File: src/rtl/cpu_bus_sequencer.sv
// cpu_bus_sequencer: splits a 1/2/4-byte CPU access into little-endian bus beats with ready handshake and wait-state timeout
module cpu_bus_sequencer #(
    parameter int ADDR_W  = 32,
    parameter int BUS_W   = 8,
    parameter int TIMEOUT = 255
) (
    input  logic              i_cpu_clk,
    input  logic              i_rst,
    input  logic              i_req,
    input  logic              i_we,
    input  logic [ADDR_W-1:0] i_addr,
    input  logic [1:0]        i_size,
    input  logic [31:0]       i_wdata,
    output logic              o_busy,
    output logic              o_done,
    output logic              o_err,
    output logic [31:0]       o_rdata,
    output logic              o_bus_clk,
    output logic              o_bus_we,
    output logic [ADDR_W-1:0] o_bus_addr,
    output logic [BUS_W-1:0]  o_bus_data,
    input  logic [BUS_W-1:0]  i_bus_data,
    input  logic              i_bus_data_ready
);
    localparam int BB = BUS_W / 8;
    typedef enum logic [1:0] {IDLE, SETUP, STROBE, DONE} state_t;
    state_t            state;
    logic [ADDR_W-1:0] addr_q;
    logic [31:0]       wdata_q;
    logic [2:0]        n_q;
    logic [1:0]        k;
    logic [1:0]        last_k;
    logic [15:0]       wcnt;
    logic [2:0]        req_n;
    logic [1:0]        req_last;
    logic [1:0]        kn;
    logic [1:0]        bi;
    logic [2:0]        src_n;
    logic [31:0]       src_wdata;
    logic [ADDR_W-1:0] src_addr;
    logic [ADDR_W-1:0] beat_addr;
    logic [BUS_W-1:0]  lane_data;
    logic              finish;
    // Next beat's address and write lanes: from the raw request when idle, else from the latched one
    always_comb begin
        req_n     = (i_size == 2'd0) ? 3'd1 : (i_size == 2'd1) ? 3'd2 : 3'd4;
        req_last  = (int'(req_n) <= BB) ? 2'd0 : 2'(int'(req_n) / BB - 1);
        kn        = (state == IDLE) ? 2'd0 : k + 2'd1;
        src_n     = (state == IDLE) ? req_n : n_q;
        src_wdata = (state == IDLE) ? i_wdata : wdata_q;
        src_addr  = (state == IDLE) ? i_addr : addr_q;
        beat_addr = src_addr + ADDR_W'(kn) * ADDR_W'(BB);
        bi        = '0;
        lane_data = '0;
        for (int j = 0; j < BB; j++) begin
            bi = 2'(int'(kn) * BB + j);
            if (int'(kn) * BB + j < int'(src_n)) lane_data[j*8 +: 8] = src_wdata[8*bi +: 8];
        end
        finish = i_bus_data_ready ? (k == last_k) : (TIMEOUT != 0 && wcnt == 16'(TIMEOUT - 1));
    end
    always_ff @(posedge i_cpu_clk) begin
        if (i_rst) begin
            state      <= IDLE;
            addr_q     <= '0;
            wdata_q    <= '0;
            n_q        <= '0;
            k          <= '0;
            last_k     <= '0;
            wcnt       <= '0;
            o_busy     <= 1'b0;
            o_done     <= 1'b0;
            o_err      <= 1'b0;
            o_rdata    <= '0;
            o_bus_clk  <= 1'b0;
            o_bus_we   <= 1'b0;
            o_bus_addr <= '0;
            o_bus_data <= '0;
        end else begin
            case (state)
                IDLE: if (i_req) begin
                    addr_q     <= i_addr;
                    wdata_q    <= i_wdata;
                    n_q        <= req_n;
                    last_k     <= req_last;
                    k          <= '0;
                    o_rdata    <= '0;
                    o_err      <= 1'b0;
                    o_busy     <= 1'b1;
                    o_bus_we   <= i_we;
                    o_bus_addr <= beat_addr;
                    o_bus_data <= lane_data;
                    state      <= SETUP;
                end
                SETUP: begin
                    wcnt      <= '0;
                    o_bus_clk <= 1'b1;
                    state     <= STROBE;
                end
                STROBE: begin
                    if (i_bus_data_ready)
                        for (int j = 0; j < BB; j++)
                            if (int'(k) * BB + j < int'(n_q)) o_rdata[8*(int'(k) * BB + j) +: 8] <= i_bus_data[j*8 +: 8];
                    if (finish) begin
                        o_bus_clk <= 1'b0;
                        o_bus_we  <= 1'b0;
                        o_done    <= 1'b1;
                        o_err     <= !i_bus_data_ready;
                        state     <= DONE;
                    end else if (i_bus_data_ready) begin
                        o_bus_clk  <= 1'b0;
                        k          <= kn;
                        o_bus_addr <= beat_addr;
                        o_bus_data <= lane_data;
                        state      <= SETUP;
                    end else begin
                        wcnt <= wcnt + 16'd1;
                    end
                end
                DONE: begin
                    o_done <= 1'b0;
                    o_busy <= 1'b0;
                    state  <= IDLE;
                end
                default: state <= IDLE;
            endcase
        end
    end
endmodule

File: config.mk
export PLATFORM = sky130hd
export DESIGN_NAME = cpu_bus_sequencer
export DESIGN_NICKNAME = d
export VERILOG_FILES = /design/src/rtl/cpu_bus_sequencer.sv
export SDC_FILE = /design/constraint.sdc
export NUM_CORES = 1
export LEC_CHECK = 0
export CAP_MARGIN = 20
export CORE_MARGIN = 3
export CORE_UTILIZATION = 30
export DETAILED_ROUTE_END_ITERATION = 12
export PLACE_DENSITY = 0.57
export SLEW_MARGIN = 20
export SYNTH_ARGS = -nofsm -noshare
export SYNTH_HDL_FRONTEND = slang
export SYNTH_SLANG_ARGS = --single-unit
File: constraint.sdc
create_clock -name i_cpu_clk -period 5.3 [get_ports i_cpu_clk]
set_input_delay 1.325 -clock i_cpu_clk [delete_from_list [all_inputs] [get_ports i_cpu_clk]]
set_output_delay 1.325 -clock i_cpu_clk [all_outputs]
set_load 0.05 [all_outputs]
[Word level (Yosys, flattened, before mapping)]
Index checks and enable logic that the tools add are counted.
Operators by class
  order comparisons: 3
  add/sub/neg operators: 5
  eq/ne operators: 13
  shift operators: 3
  reductions and logical operators: 16
  multiplexer cells: 46
Operator list (number)
  32-bit 2-to-1 mux: 8
  32-bit one-hot mux with 2 select lines: 2
  5-bit negator with 33-bit output: 1
  8-bit by 33-bit variable shift with 32-bit output (first input constant): 1
  8-bit by 33-bit variable part select with 32-bit output: 1
  32-bit by 2-bit adder with 32-bit output: 1
  32-bit bitwise mux: 1
  16-bit 2-to-1 mux: 2
  8-bit 2-to-1 mux: 4
  16-bit one-hot mux with 2 select lines: 1
  32-bit by 6-bit variable part select with 8-bit output: 1
  16-bit by 1-bit adder with 16-bit output (second input constant): 1
  16-bit by 8-bit equality test with 1-bit output (second input constant): 1
  2-bit 2-to-1 mux: 8
  8-bit one-hot mux with 2 select lines: 1
  2-bit inequality test (second input constant): 6
  1-bit one-hot mux with 2 select lines: 5
  2-bit AND reduction: 5
  1-bit 2-to-1 mux: 9
  3-bit 2-to-1 mux: 3
  2-bit one-hot mux with 4 select lines: 1
  4-bit AND reduction: 2
  2-bit nonzero test: 4
  2-bit by 3-bit < comparator with 1-bit output: 2
  other kinds (11): 15
Word-level totals
  output and inout port bits: 77
  register bits: 166
  input port bits: 79

[Logic depth before layout (Yosys ltp)]
  word-level depth: 9
  mapped depth: 17
  depth with buffers taken out: 11

[Least setup slack after synthesis]
No wires, ideal clock.
  kind: register -> register
  start point: reg state[0]
  end point: reg o_bus_addr[28]
  buffers on the path: 6
  setup slack: 1.384 ns
  setup time: 0.095 ns
  data arrival time: 3.821 ns
  stages on the path, launching flop included: 18
  data required time: 5.205 ns
  cell sequence: dfxtp_1 -> inv_1 -> ha_1 -> buf_6 -> buf_6 -> buf_2 -> buf_2 -> buf_2 -> buf_2 -> mux2_2 -> ha_1 -> inv_1 -> fa_1 -> nand4b_1 -> a21oi_4 -> o2111ai_2 -> or3_1 -> o311ai_1
Between the ends
  word-level cells in the longest chain between the ends: 6
  elaborated cells between the ends (all ways): 14
  those cells by class: add/sub (1); eq/ne (4); mux (6); reduce/logical (3)
Ends and longest elaborated chain
  start, declared: RTL line 27  | state_t state;
  start signal, assigned: RTL line 63  | state <= IDLE;
  start signal, assigned: RTL line 92  | state <= SETUP;
  start signal, assigned: RTL line 97  | state <= STROBE;
  2-bit zero test: RTL line 48, 51, 79
  32-bit 2-to-1 mux / 2-bit 2-to-1 mux (equally long branches): RTL line 51, 48
  32-bit by 2-bit adder with 32-bit output: RTL line 52  | beat_addr = src_addr + ADDR_W'(kn) * ADDR_W'(BB);
  32-bit 2-to-1 mux: RTL line 109  | end else if (i_bus_data_ready) begin
  32-bit 2-to-1 mux: RTL line 103  | if (finish) begin
  32-bit one-hot mux with 2 select lines: RTL line 79  | case (state)
  end signal, assigned: RTL line 90  | o_bus_addr <= beat_addr;
  end signal, assigned: RTL line 112  | o_bus_addr <= beat_addr;
  end, declared: RTL line 20  | output logic [ADDR_W-1:0] o_bus_addr,
Parallel ways exist; a longest one is shown, timed or not. The select of a mux whose other input is x is not followed.
A chain may end at the register's enable or synchronous reset.

[Worst setup path after layout]
  start point: in i_addr[0]
  end point: reg o_bus_addr[28]
Between the ends
  word-level cells in the longest chain between the ends: 5
  elaborated cells between the ends (all ways): 6
  those cells by class: add/sub (1); mux (5)
Ends and longest elaborated chain
  start, declared: RTL line 11  | input logic [ADDR_W-1:0] i_addr,
  32-bit 2-to-1 mux (*): RTL line 51  | src_addr = (state == IDLE) ? i_addr : addr_q;
  32-bit by 2-bit adder with 32-bit output (*): RTL line 52
  32-bit 2-to-1 mux: RTL line 109
  32-bit 2-to-1 mux: RTL line 103
  32-bit one-hot mux with 2 select lines (*): RTL line 79
Every way passes the cells marked *; elsewhere a longest branch is shown, timed or not. The select of a mux whose other input is x is not followed.

==> summary.md <==
| Metric | Value |
|---|---|
| Worst Slack Setup Final | `1300 ps` |
| GPL Wtd Cong | `0.820` |
| Root Driver | `clkbuf_16` |
| Max_slew headroom | `35.6%` |
| Vias | `7,629` |
| Nets@finish | `1,219` |
| GRT Util Overall | `16.2%` |
| Final HPWL DP | `17.0 mm` |
| Mapped Cells | `1,007` |
| Drc violations | `0` |
| Startpoint type of the worst setup path | `input port` |
| Leading area contributor after synthesis | `dfxtp_1` |
| CTS Buffer Depth | `2` |
| Total gr overflow | `0` |
| Crit path required time | `5630 ps` |
| Worst-margin pin slew | `966 ps` |
| Die W | `172 um` |
| Minimum clock period | `4000 ps` |
| Most used DFF post-synth | `dfxtp_1` |
| First-pass GRT wire length | `38.4 mm` |
| Final Max Slew Viols | `0` |
| VDD IR max | `0.000268 V` |
| Core Region | `27,100 sq um` |
| Leakage | `3.72 nW` |
| Status | `completed` |
| Synthesized area | `8320 sq um` |
| Yosys reg bits | `166` |
| Fin. Hold Viols | `0` |
| Die ar. | `29,800 sq um` |
| Initial core utilization | `30.7%` |
| Max Freq | `250 MHz` |
| Number of distinct library cells after synthesis | `75` |
| Critical-path maximum fanout | `8` |
| Number of I/O pins | `156` |
| Yosys top cell area share | `40.0%` |
| Avg Inst Size Synth | `8.26 sq um` |
| WL per Instance | `16.4 um` |
| Crit Reg-Reg Endpoint | `o_bus_addr[28]` |
| P&R area growth vs syn | `28.4%` |
| Reg2reg start | `k[1]` |
| Async SR Flop Fraction | `0%` |
| Via density | `5.05` |
| Synth Net Count | `1,100` |
| R2R cell count | `10` |
| Pwr Density | `440 nW/um^2` |
| EDFF count, synth | `0` |
| Critical Path Sink Type | `register` |
| Resized Gates After CTS | `0` |
| Worst EP arrival | `4330 ps` |
| H-tree depth | `4` |
| HP Class | `register to register` |
| CTS buffer count | `17` |
| Post-DRT Antenna Nets | `0` |
| Die H | `172 um` |
| Post CTS Setup Buffer Count | `0` |
| Initial antenna violation count | `0` |
| Worst R2R Setup Slack | `1360 ps` |
| ANT cells | `0` |
| First-pass DRT Iterations | `5` |
| Post-place setup slack | `873 ps` |
| Largest net degree at the start of global routing | `75` |
| Layout cells sized above 1 | `7.47%` |
| Fillers | `2,758` |
| Synth warnings | `0` |
| Final worst path period share | `75.5%` |
| Fin Setup TNS | `0 ps` |
| Clock Latency Late Sink | `430 ps` |
| Clock Pin Slew Worst Setup and Hold Paths | `60 ps` |
| Final-report setup violation count | `0` |
| CTS tree | `yes` |
| Hold bufs inserted after CTS | `0` |
| Unrepaired setup endpoints after global routing | `no` |
| Rows | `60` |
| HP Start | `o_bus_addr[5]` |
| Vias in the first global route | `7,034` |
| CTS Sinks | `166` |
| IO buf count | `155` |
| 1st-iter DRT viols | `544` |
| WL final | `24.7 mm` |
| Hold depth | `2` |
| Area contributors post-synth | `dfxtp_1, nand2_1, a21oi_1` |
| Seq/Total Area, Yosys | `40.0%` |
| Hold Path Sink | `o_bus_addr[5]` |
| Max Cap Violations | `0` |
| WS Path Type | `input port to register` |
| Layout Skew | `12.1 ps` |
power by group:
group	leakage, nW	switching, mW	internal (mW)
logic	2.12	1.28	0.702
registers	1.35	0.126	1.43
clock network	0.243	0.512	0.643
total	3.72	1.92	2.78
synth_stat cells, drive strengths merged (4+ instances only):
cell       n
and4       4
or3       12
nor2      47
a31oi      7
inv       15
xnor2     10
or4        5
xor2       7
o22ai      8
nand3b    10
a22oi     10
o21ai     17
ha        13
o2111ai    5
mux2i     46
o211ai     6
a211oi    12
dfxtp    166
a21oi     98
nand4     14
mux2      13
o2bb2ai    8
buf       21
nand2    268
nor4       4
nor3       6
nand3     48
mux4       8
nand4b     4
nor2b     11
clkbuf    46
o311ai    13
layout make-up:
type | instances | area (sq um) | area share (%)
multi-input cells | 759 | 4660 | 43.7
flip-flops and latches | 166 | 3320 | 31.1
repair buffers | 167 | 1640 | 15.4
well taps | 372 | 465 | 4.36
clock buffers | 23 | 448 | 4.20
clock inverters | 8 | 78.8 | 0.738
inverters | 15 | 56.3 | 0.527
critical path, stage by stage:
cell and delay, ps:
clkdlybuf4s50_1 500, mux2_2 170, ha_1 170, inv_1 60, fa_1 420, nand4b_1 310, a21oi_4 400, o2111ai_2 280
or3_1 420, o311ai_1 260
logic make-up (layout without fill, tap and decap cells):
group                    count (synthesis)  after routing  synth area share, %
AO/OA/AOI/OAI                          210            210                 17.5
adder cells (fa/ha/maj)                 14             14                 2.20
buffers and inverters                   82            213                 4.35
XOR/XNOR                                17             17                 1.79
multiplexers                            67             67                 9.46
AND/OR/NAND/NOR                        451            451                 24.7
flip-flops                             166            166                 40.0
flip-flops by register name, summed over array words and instances (netlist names):
signal      count
state           2
o_rdata        32
k               2
last_k          2
o_bus_data      8
n_q             3
o_err           1
wdata_q        32
o_bus_addr     32
wcnt           16
o_done          1
o_bus_we        1
addr_q         32
o_busy          1
o_bus_clk       1
through the flow:
step / instances / hold WS [ps] / util [%] / area [sq um] / power, mW
after detailed placement: 1479 / 444 / 37.4 / 10100 / 3.57
final: 1510 / 450 / 39.4 / 10700 / 4.70
after global routing: 1510 / 473 / 39.4 / 10700 / 4.97
after floorplan: 1007 / 433 / - / 8320 / 3.00
after CTS: 1510 / 453 / 39.4 / 10700 / 4.74
after global placement: 1479 / 441 / 37.4 / 10100 / 3.56
metal layers:
| metal | routed length [um] | GRT usage, % | up-vias |
|---|---|---|---|
| met4 | 422 | 5.45 | 0 |
| met2 | 11100 | 25.2 | 217 |
| met1 | 11900 | 22.7 | 3582 |
| met5 | 0 | 0 | - |
| li1 | - | - | 3802 |
| met3 | 1300 | 2.99 | 28 |
cell usage in the layout (no fill, tap or decap), types with 4 or more instances in the layout:
cell / synthesis / routed
o2bb2ai_1: 8 / 8
o311ai_1: 4 / 4
nand4_1: 14 / 14
nor4_1: 4 / 4
clkbuf_1: 46 / 6
o21ai_0: 14 / 14
nand3_1: 48 / 48
o311ai_0: 9 / 9
ha_1: 13 / 12
or4_1: 5 / 5
nor2b_1: 11 / 11
nor2_1: 47 / 47
nand3b_1: 10 / 10
a31oi_1: 7 / 7
clkbuf_16: 0 / 17
mux2i_1: 46 / 46
and4_1: 4 / 4
clkdlybuf4s50_1: 0 / 154
inv_1: 14 / 14
mux2_2: 13 / 13
a22oi_1: 9 / 9
o22ai_1: 8 / 8
or3_1: 12 / 12
clkinvlp_4: 0 / 4
a21oi_1: 95 / 95
a211oi_1: 9 / 7
nor3_1: 6 / 6
dfxtp_1: 166 / 166
nand2_1: 268 / 267
buf_4: 0 / 13
o211ai_1: 6 / 6
xnor2_1: 10 / 10
mux4_2: 8 / 8
xor2_1: 7 / 7
worst max-delay path by stage:
stage	from	end
after CTS	i_addr[0]	o_bus_addr[28]
after detailed placement	i_addr[0]	o_bus_addr[28]
after floorplan	state[0]	o_bus_addr[28]
final	i_addr[0]	o_bus_addr[28]
after global placement	i_addr[0]	o_bus_addr[28]
after global routing	k[1]	o_bus_addr[28]
Note: power is estimated with default switching activity, not from simulation.
